## config.mk

```make
export PLATFORM = sky130hd
export DESIGN_NAME = phase_scheduler
export DESIGN_NICKNAME = d
export VERILOG_FILES = /design/src/rtl/phase_scheduler.sv
export SDC_FILE = /design/constraint.sdc
export NUM_CORES = 1
export LEC_CHECK = 0
export CAP_MARGIN = 10
export CORE_MARGIN = 5
export CORE_UTILIZATION = 40
export DETAILED_ROUTE_END_ITERATION = 12
export PLACE_DENSITY = 0.58
export SYNTH_ARGS = -nofsm -noshare
export SYNTH_HDL_FRONTEND = slang
export SYNTH_SLANG_ARGS = --single-unit
```

## constraint.sdc

```tcl
create_clock -name clk_i -period 2.45 [get_ports clk_i]
set_clock_uncertainty 0.1 [all_clocks]
set_input_delay 0.49 -clock clk_i [delete_from_list [all_inputs] [get_ports clk_i]]
set_output_delay 0.49 -clock clk_i [all_outputs]
set_load 0.05 [all_outputs]
```

## src/rtl/phase_scheduler.sv

```systemverilog
`default_nettype none
// ============================================================================
// Module      : phase_scheduler
// Description : Tick-driven two-road phase sequencer with pedestrian-request
//               truncation and night flash mode.
// Revision    : 1.0 - initial release
// ============================================================================
module phase_scheduler #(
  parameter int GREEN_T   = 10,
  parameter int YELLOW_T  = 3,
  parameter int RED_T     = 2,
  parameter int MIN_GREEN = 4,
  parameter int CNT_W     = 4
) (
  input  logic             clk_i,
  input  logic             rst_i,
  input  logic             tick_i,
  input  logic             night_i,
  input  logic [1:0]       ped_req_i,
  output logic [1:0]       ped_ack_o,
  output logic [2:0]       light_a_o,
  output logic [2:0]       light_b_o,
  output logic [1:0]       walk_o,
  output logic [CNT_W-1:0] remain_o
);

  typedef enum logic [2:0] {
    ST_AR    = 3'd0,
    ST_BG    = 3'd1,
    ST_BY    = 3'd2,
    ST_BR    = 3'd3,
    ST_AG    = 3'd4,
    ST_AY    = 3'd5,
    ST_FLASH = 3'd6
  } state_t;

  localparam logic [CNT_W-1:0] C_GREEN_LD  = CNT_W'(GREEN_T - 1);
  localparam logic [CNT_W-1:0] C_YELLOW_LD = CNT_W'(YELLOW_T - 1);
  localparam logic [CNT_W-1:0] C_RED_LD    = CNT_W'(RED_T - 1);
  localparam logic [CNT_W-1:0] C_TRUNC_TH  = CNT_W'(GREEN_T - 1 - MIN_GREEN);
  localparam logic [2:0]       C_LAMP_R    = 3'b100;
  localparam logic [2:0]       C_LAMP_Y    = 3'b010;
  localparam logic [2:0]       C_LAMP_G    = 3'b001;
  localparam logic [2:0]       C_LAMP_OFF  = 3'b000;

  state_t           r_state;
  logic [CNT_W-1:0] r_remain;
  logic [1:0]       r_pend;
  logic             r_flash_ph;
  logic [1:0]       r_req_d;

  state_t           w_next_state;
  logic [CNT_W-1:0] w_next_remain;
  logic             w_next_flash;
  logic [1:0]       w_next_pend;
  logic [1:0]       w_rise;
  logic [1:0]       w_rise_ok;
  logic             w_trunc;
  logic             w_enter_ag;
  logic             w_enter_bg;
  logic [1:0]       w_ack;
  logic [2:0]       w_light_a;
  logic [2:0]       w_light_b;
  logic [1:0]       w_walk;

  always_comb begin
    w_rise    = ped_req_i & ~r_req_d;
    // A press on a crossing whose walk is already showing is dropped.
    w_rise_ok = w_rise & ~{(r_state == ST_AG), (r_state == ST_BG)};
    w_trunc   = (((r_state == ST_AG) && r_pend[0]) || ((r_state == ST_BG) && r_pend[1]))
                && (r_remain <= C_TRUNC_TH);

    w_next_state  = r_state;
    w_next_remain = r_remain;
    w_next_flash  = r_flash_ph;

    if (tick_i) begin
      if (r_state == ST_FLASH) begin
        if (!night_i) begin
          w_next_state  = ST_BR;
          w_next_remain = C_RED_LD;
          w_next_flash  = 1'b0;
        end else begin
          w_next_flash  = ~r_flash_ph;
        end
      end else if ((r_remain == '0) || w_trunc) begin
        case (r_state)
          ST_AR, ST_BR: begin
            if (night_i) begin
              w_next_state  = ST_FLASH;
              w_next_remain = '0;
              w_next_flash  = 1'b1;
            end else begin
              w_next_state  = (r_state == ST_BR) ? ST_AG : ST_BG;
              w_next_remain = C_GREEN_LD;
            end
          end
          ST_AG: begin
            w_next_state  = ST_AY;
            w_next_remain = C_YELLOW_LD;
          end
          ST_AY: begin
            w_next_state  = ST_AR;
            w_next_remain = C_RED_LD;
          end
          ST_BG: begin
            w_next_state  = ST_BY;
            w_next_remain = C_YELLOW_LD;
          end
          ST_BY: begin
            w_next_state  = ST_BR;
            w_next_remain = C_RED_LD;
          end
          default: begin
            w_next_state  = ST_BR;
            w_next_remain = C_RED_LD;
          end
        endcase
      end else begin
        w_next_remain = r_remain - 1'b1;
      end
    end

    w_enter_ag = (w_next_state == ST_AG) && (r_state != ST_AG);
    w_enter_bg = (w_next_state == ST_BG) && (r_state != ST_BG);

    // Clear on green entry beats a same-cycle press; the ack covers that press.
    w_next_pend = r_pend | w_rise_ok;
    if (w_enter_bg) w_next_pend[0] = 1'b0;
    if (w_enter_ag) w_next_pend[1] = 1'b0;
    if ((r_state == ST_FLASH) || (w_next_state == ST_FLASH)) w_next_pend = 2'b00;

    w_ack = {w_enter_ag & (r_pend[1] | w_rise_ok[1]),
             w_enter_bg & (r_pend[0] | w_rise_ok[0])};

    w_light_a = C_LAMP_R;
    w_light_b = C_LAMP_R;
    case (w_next_state)
      ST_AG:    w_light_a = C_LAMP_G;
      ST_AY:    w_light_a = C_LAMP_Y;
      ST_BG:    w_light_b = C_LAMP_G;
      ST_BY:    w_light_b = C_LAMP_Y;
      ST_FLASH: begin
        w_light_a = w_next_flash ? C_LAMP_Y : C_LAMP_OFF;
        w_light_b = w_next_flash ? C_LAMP_Y : C_LAMP_OFF;
      end
      default: ;
    endcase
    w_walk = {(w_next_state == ST_AG), (w_next_state == ST_BG)};
  end

  // Outputs are registered from the next-state decode, so they settle one
  // cycle after the tick edge and never see an input combinationally.
  always_ff @(posedge clk_i or negedge rst_i) begin
    if (!rst_i) begin
      r_state    <= ST_BR;
      r_remain   <= C_RED_LD;
      r_pend     <= 2'b00;
      r_flash_ph <= 1'b0;
      r_req_d    <= 2'b00;
      light_a_o  <= C_LAMP_R;
      light_b_o  <= C_LAMP_R;
      walk_o     <= 2'b00;
      ped_ack_o  <= 2'b00;
      remain_o   <= C_RED_LD;
    end else begin
      r_state    <= w_next_state;
      r_remain   <= w_next_remain;
      r_pend     <= w_next_pend;
      r_flash_ph <= w_next_flash;
      r_req_d    <= ped_req_i;
      light_a_o  <= w_light_a;
      light_b_o  <= w_light_b;
      walk_o     <= w_walk;
      ped_ack_o  <= w_ack;
      remain_o   <= w_next_remain;
    end
  end

endmodule
`default_nettype wire

```

==> metrics.cfg <==
[worst_setup_path]
startpoint_type = flop
reg2reg_depth = 7
cp.arrival_ps = 1710
r2r_start = r_remain[0]
reg2reg_slack_ps = 190
crit_buf_inv = 1
worstPathRequired_ps = 1860
r2r_end = ped_ack_o[0]
cp_max_fo = 4
critPathSlowestCell = clkdlybuf4s50_1
crit_family = buffers and inverters
end_kind = output port
path_class = flop to output port
crit_chain = clkdlybuf4s50_1
cpPeakStageDelay_ps = 810

[synthesis]
netlist.area_leader.share_pct = 31.5
yosysWarnings = 0
synth_seq_cells = 22
syn_nets = 152
ys_types = 46
yosysMostFrequentCell = nand2_1
synthTopCellsByCount = nand2_1, dfrtp_1, o21ai_0, nor2b_1, a21oi_1
synth-edff-count = 0
syn_inst = 143
yosys.area.top_type = dfrtp_1
ys.flop_type = dfrtp_1
ys_seq_area_share_pct = 41.2
syn_area_mm2 = 0.00135
synthArstFlopShare_pct = 100
syn_area_per_cell_um2 = 9.45
yosys-top-cells-area = dfrtp_1, dfstp_2, nand2_1

[place]
io_buffer_count = 19
placed_cell_area_mm2 = 0.00161
hpwl_um = 2250
globalplace.congestion = 0.849

[clocking]
cts_tree = built
cts_buffer_depth = 2
clock_latency_ps = 310
postCtsHoldBufs = 0
htreeDepth = 1
ctsRootBufferMaster = clkbuf_4
numCtsBuffers = 3
clock-sinks = 22
path_clk_slew_ps = 130

[global_routing]
grt_pass1_wl_um = 5390
grt_pass1_vias = 1145
grt_usage_pct = 15.3
grt-ovfl-total = 0
antenna_found_initial = 0
grt_max_degree = 23

[layout]
drive_gt1_share_pct = 17.6
antennaDiodeCount = 0
layout.nets = 175
final_area_mm2 = 0.00167
area_delta_synth_final_pct = 23.4
final_core_util_pct = 50.4

[sta]
min_period_over_period_pct = 93.9
finalHoldViolCount = 0
fmax_ghz = 0.435
rsz0062_at_grt = false
slew_headroom_pct = 66.3
worst-slew-pin-transition_ps = 503
setup_violations = 0
tns_ps = 0
whs_ps = 397
period_needed_ps = 2300
maxSlewViolCount = 0

[route]
drt_iter0_drc = 41
drc = 0
detail-route-antenna-nets = 0
num_vias = 1155
wl_per_cell_um = 15.0
dr.pass1.iters = 4
routed_wl_um = 3170
vias_per_cell = 5.47

[power_and_ir_drop]
power_uw = 2430
seqPwrFrac_pct = 25.4
pwr-share-clk_pct = 11.7
power.net_switching_uw = 1160
p_sw_share_pct = 47.8
pwr_density_cell_mw_per_mm2 = 1450
comb_power_share_pct = 63.0
internal_power_uw = 1270
peakVddDrop_mv = 0.699
power.leakage_uw = 0.000690

[hold_path]
min_path_type = primary input to asynchronous set/reset pin

[die]
initial_core_util_pct = 40.8
ios = 20
dieHeight_um = 68.1
fp-row-count = 21
core_area_mm2 = 0.00331
die_w_um = 68.1
die-area_mm2 = 0.00464

[run]
max_cap_violations = 0

[status]
status = finished clean

[worst max-delay path by stage]
stage                 from           end  slack (ps)  cells past startpoint
4_1_cts        r_remain[0]  light_a_o[1]          80                      7
6_report       r_remain[0]   remain_o[0]         150                      1
3_3_place_gp        tick_i  ped_ack_o[0]         170                      7
2_1_floorplan  r_remain[0]  light_a_o[1]         190                      8
5_1_grt        r_remain[0]   r_remain[3]          60                      7
3_5_place_dp   r_remain[0]  light_a_o[1]         150                      7
[cells in the final DEF, fill, tap and decap left out, types with 2 or more instances in the layout]
cell type / instances
clkdlybuf4s50_1: 19
nand2_1: 18
dfrtp_1: 17
o21ai_0: 10
nor2b_1: 9
a21oi_1: 8
buf_4: 8
nor2_1: 7
inv_1: 6
nor3_1: 5
dfstp_2: 5
a32o_1: 4
and2_1: 3
a211oi_1: 3
ha_1: 3
clkbuf_4: 3
and4bb_4: 2
a31oi_1: 2
o21a_1: 2
nand3_1: 2
[timing repair]
action                     4_1_cts  5_1_grt
setup buffers                    0        0
setup endpoints to repair        0        3
gates resized for setup          0        1
[routing by layer]
metal | vias to the layer above | GRT usage (%) | wire length [um] | part of all wire (%)
met5 | - | 0 | 0 | 0
li1 | 563 | - | - | -
met2 | 23 | 25.0 | 1480 | 47
met1 | 565 | 20.1 | 1530 | 48
met3 | 4 | 3.61 | 122 | 3.8
met4 | 0 | 4.47 | 37 | 1.2
[final cells by class]
cell class              count  area (um^2)
fillers                   326         1640
flip-flops and latches     22          557
clock inverters             1         30.0
clock buffers               3         22.5
inverters                   6         22.5
repair buffers             27          250
well taps                  46         57.6
multi-input cells         106          728
[logic make-up after synthesis]
| logic type | synth area share, % |
|---|---|
| AOI/OAI and AO/OA | 27.1 |
| buffers and inverters | 5.28 |
| DFF | 41.2 |
| and+or+nand+nor | 23.0 |
| xor gates and xnor gates | 0.648 |
| adders and majority gates | 2.78 |
[through the flow]
step	cells	setup slack [ps]
2_1_floorplan	143	194
3_3_place_gp	207	171
3_5_place_dp	207	147
4_1_cts	211	84.2
5_1_grt	211	64.5
6_report	211	149
[power groups by stage]
stage	Combinational [uW]	Clock, uW	Sequential [uW]
global placement	1490	0	619
finish	1530	284	615
floorplan	846	0	900
CTS	1510	290	614
global route	1650	308	631
detailed placement	1500	0	620
[flip-flops by register name, summed over array words and instances (netlist names)]
register and cells:
light_a_o 3, walk_o 2, r_pend 2, r_req_d 2, ped_ack_o 2, light_b_o 3
r_state 3, r_remain 4, r_flash_ph 1
No activity file was read; power rests on OpenSTA's default activity.
==> RTL edit, RTL diff (config.mk and constraints unchanged) <==
Set the parameter `CNT_W` to 3 (it was 4).
--- a/src/rtl/phase_scheduler.sv
+++ b/src/rtl/phase_scheduler.sv
@@ -11,5 +11,5 @@
   parameter int RED_T     = 2,
   parameter int MIN_GREEN = 4,
-  parameter int CNT_W     = 4
+  parameter int CNT_W     = 3
 ) (
   input  logic             clk_i,
Interface: changed (resized remain_o); port bits go from 20 to 19. No check against the original RTL was run, so the function may have changed too.
==> RTL edit against the unedited design <==
- non-clock buffer count grew 2
- cell area shrank 7.7%
- total power shrank 16%
- sequential power shrank 6.7%
- highest routed layer unchanged
- area after synthesis shrank 6.4%
- largest power group unchanged
- first-iteration DRC count grew 24%
- worst setup slack lost 0.0036 ns
- clock power shrank 41%
- wire length shrank 10%
- maximum frequency shrank 0.16%
- sequential cell count shrank 2
- utilization grew 0.073 points
==> RTL edit: results (changes against the unedited design) <==
outcome=finished clean; Slew Limit Headroom=66.7% (+0.36 points); PostCTS Resize Cnt=0 (unchanged); Synth cell types=46 (unchanged); Worst R2R End=ped_ack_o[1]; Storage cell area=507 um^2 (-9.0%); met2 routed WL=1.29 mm (-13%); met1 wire length=1.34 mm (-12%); clock-cell share of area=1.71% (-1.4 points); top area cells in the synthesized netlist=dfrtp_1 (30%), dfstp_2 (10%), a21oi_1 (4.7%); most frequent cells after synthesis=nand2_1 (16), dfrtp_1 (15), a21oi_1 (12), o21ai_0 (9); final wirelength=2.84 mm (-10%); Fill cells=297 (-8.9%); dpl hpwl=2.11 mm (-6.5%); sequential fraction of the synthesis area=40.1% (-1.1 points); DR WL met3=162 um (+33%); area occupied by multi-input gates=656 um^2 (-10%); Vias/cell=5.42 (-0.96%); Nets=170 (-2.9%); Non-clk invs=9 (+3); number of DRC markers in iteration 0=51 (+24%); vias in the first global route=1,061 (-7.3%); P_leak=0.635 nW (-7.9%); gr usage total=14.7% (-0.63 points); Seq area share=32.9% (-0.48 points); Worst Path Max Fanout=6 (+2); met1 Usage GRT=20.4% (+0.30 points); Int Power=1.04 mW (-18%); share of post-route cells with drive strength above 1=17.5% (-0.076 points); clock buffer count=4 (+1); IO Port Bufs=18 (-1); Mapped Nets=147 (-3.3%); Final Wtd Congestion=0.887 (+4.4%); multi-input gates=98 (-7.5%); Non-Clock Buffer Count=29 (+7.4%); first-pass GRT wire length=5.06 mm (-6.1%); clk slew on worst S/H paths=0.11 ns (-0.02 ns); r2r setup slk=0.25 ns (+0.06 ns); Comb group=1.29 mW (-16%); Reg power frac=28.3% (+2.9 points); placed standard-cell area=0.00151 mm^2 (-6.4%); met3 usage=2.72% (-0.89 points); buffer share of cell area=17.1% (+2.1 points); Worst VDD drop=0.548 mV (-22%)
[RTL edit: per-stage QoR]
step / instances / hold WS [ns] / utilization (%) / setup slack, ns / power (mW)
final: 204 / 0.395 / 50.5 / 0.146 / 2.03
after global routing: 204 / 0.422 / 50.5 / 0.102 / 2.20
after CTS: 203 / 0.396 / 50.2 / 0.124 / 2.03
after detailed placement: 199 / 0.443 / 49.3 / 0.154 / 1.85
after global placement: 199 / 0.438 / 49.3 / 0.179 / 1.86
after floorplan: 138 / 0.0944 / - / 0.135 / 1.54
[RTL edit: cells by family after synthesis]
kind of cell | Yosys count | share of synthesized area (%)
compound gates | 44 | 25.9
xor+xnor | 1 | 0.693
fa+ha+maj | 4 | 3.76
buf+inv | 20 | 8.11
flops | 20 | 40.1
mux | 4 | 3.26
simple gates | 45 | 18.2
[RTL edit: worst register-to-register path: stages, from the launching register on]
cell     delay (ns)
dfstp_2        0.59
ha_1           0.15
o21ba_2        0.17
and2_1         0.19
o31a_1         0.33
buf_4          0.19
buf_4          0.13
nor4_1         0.26
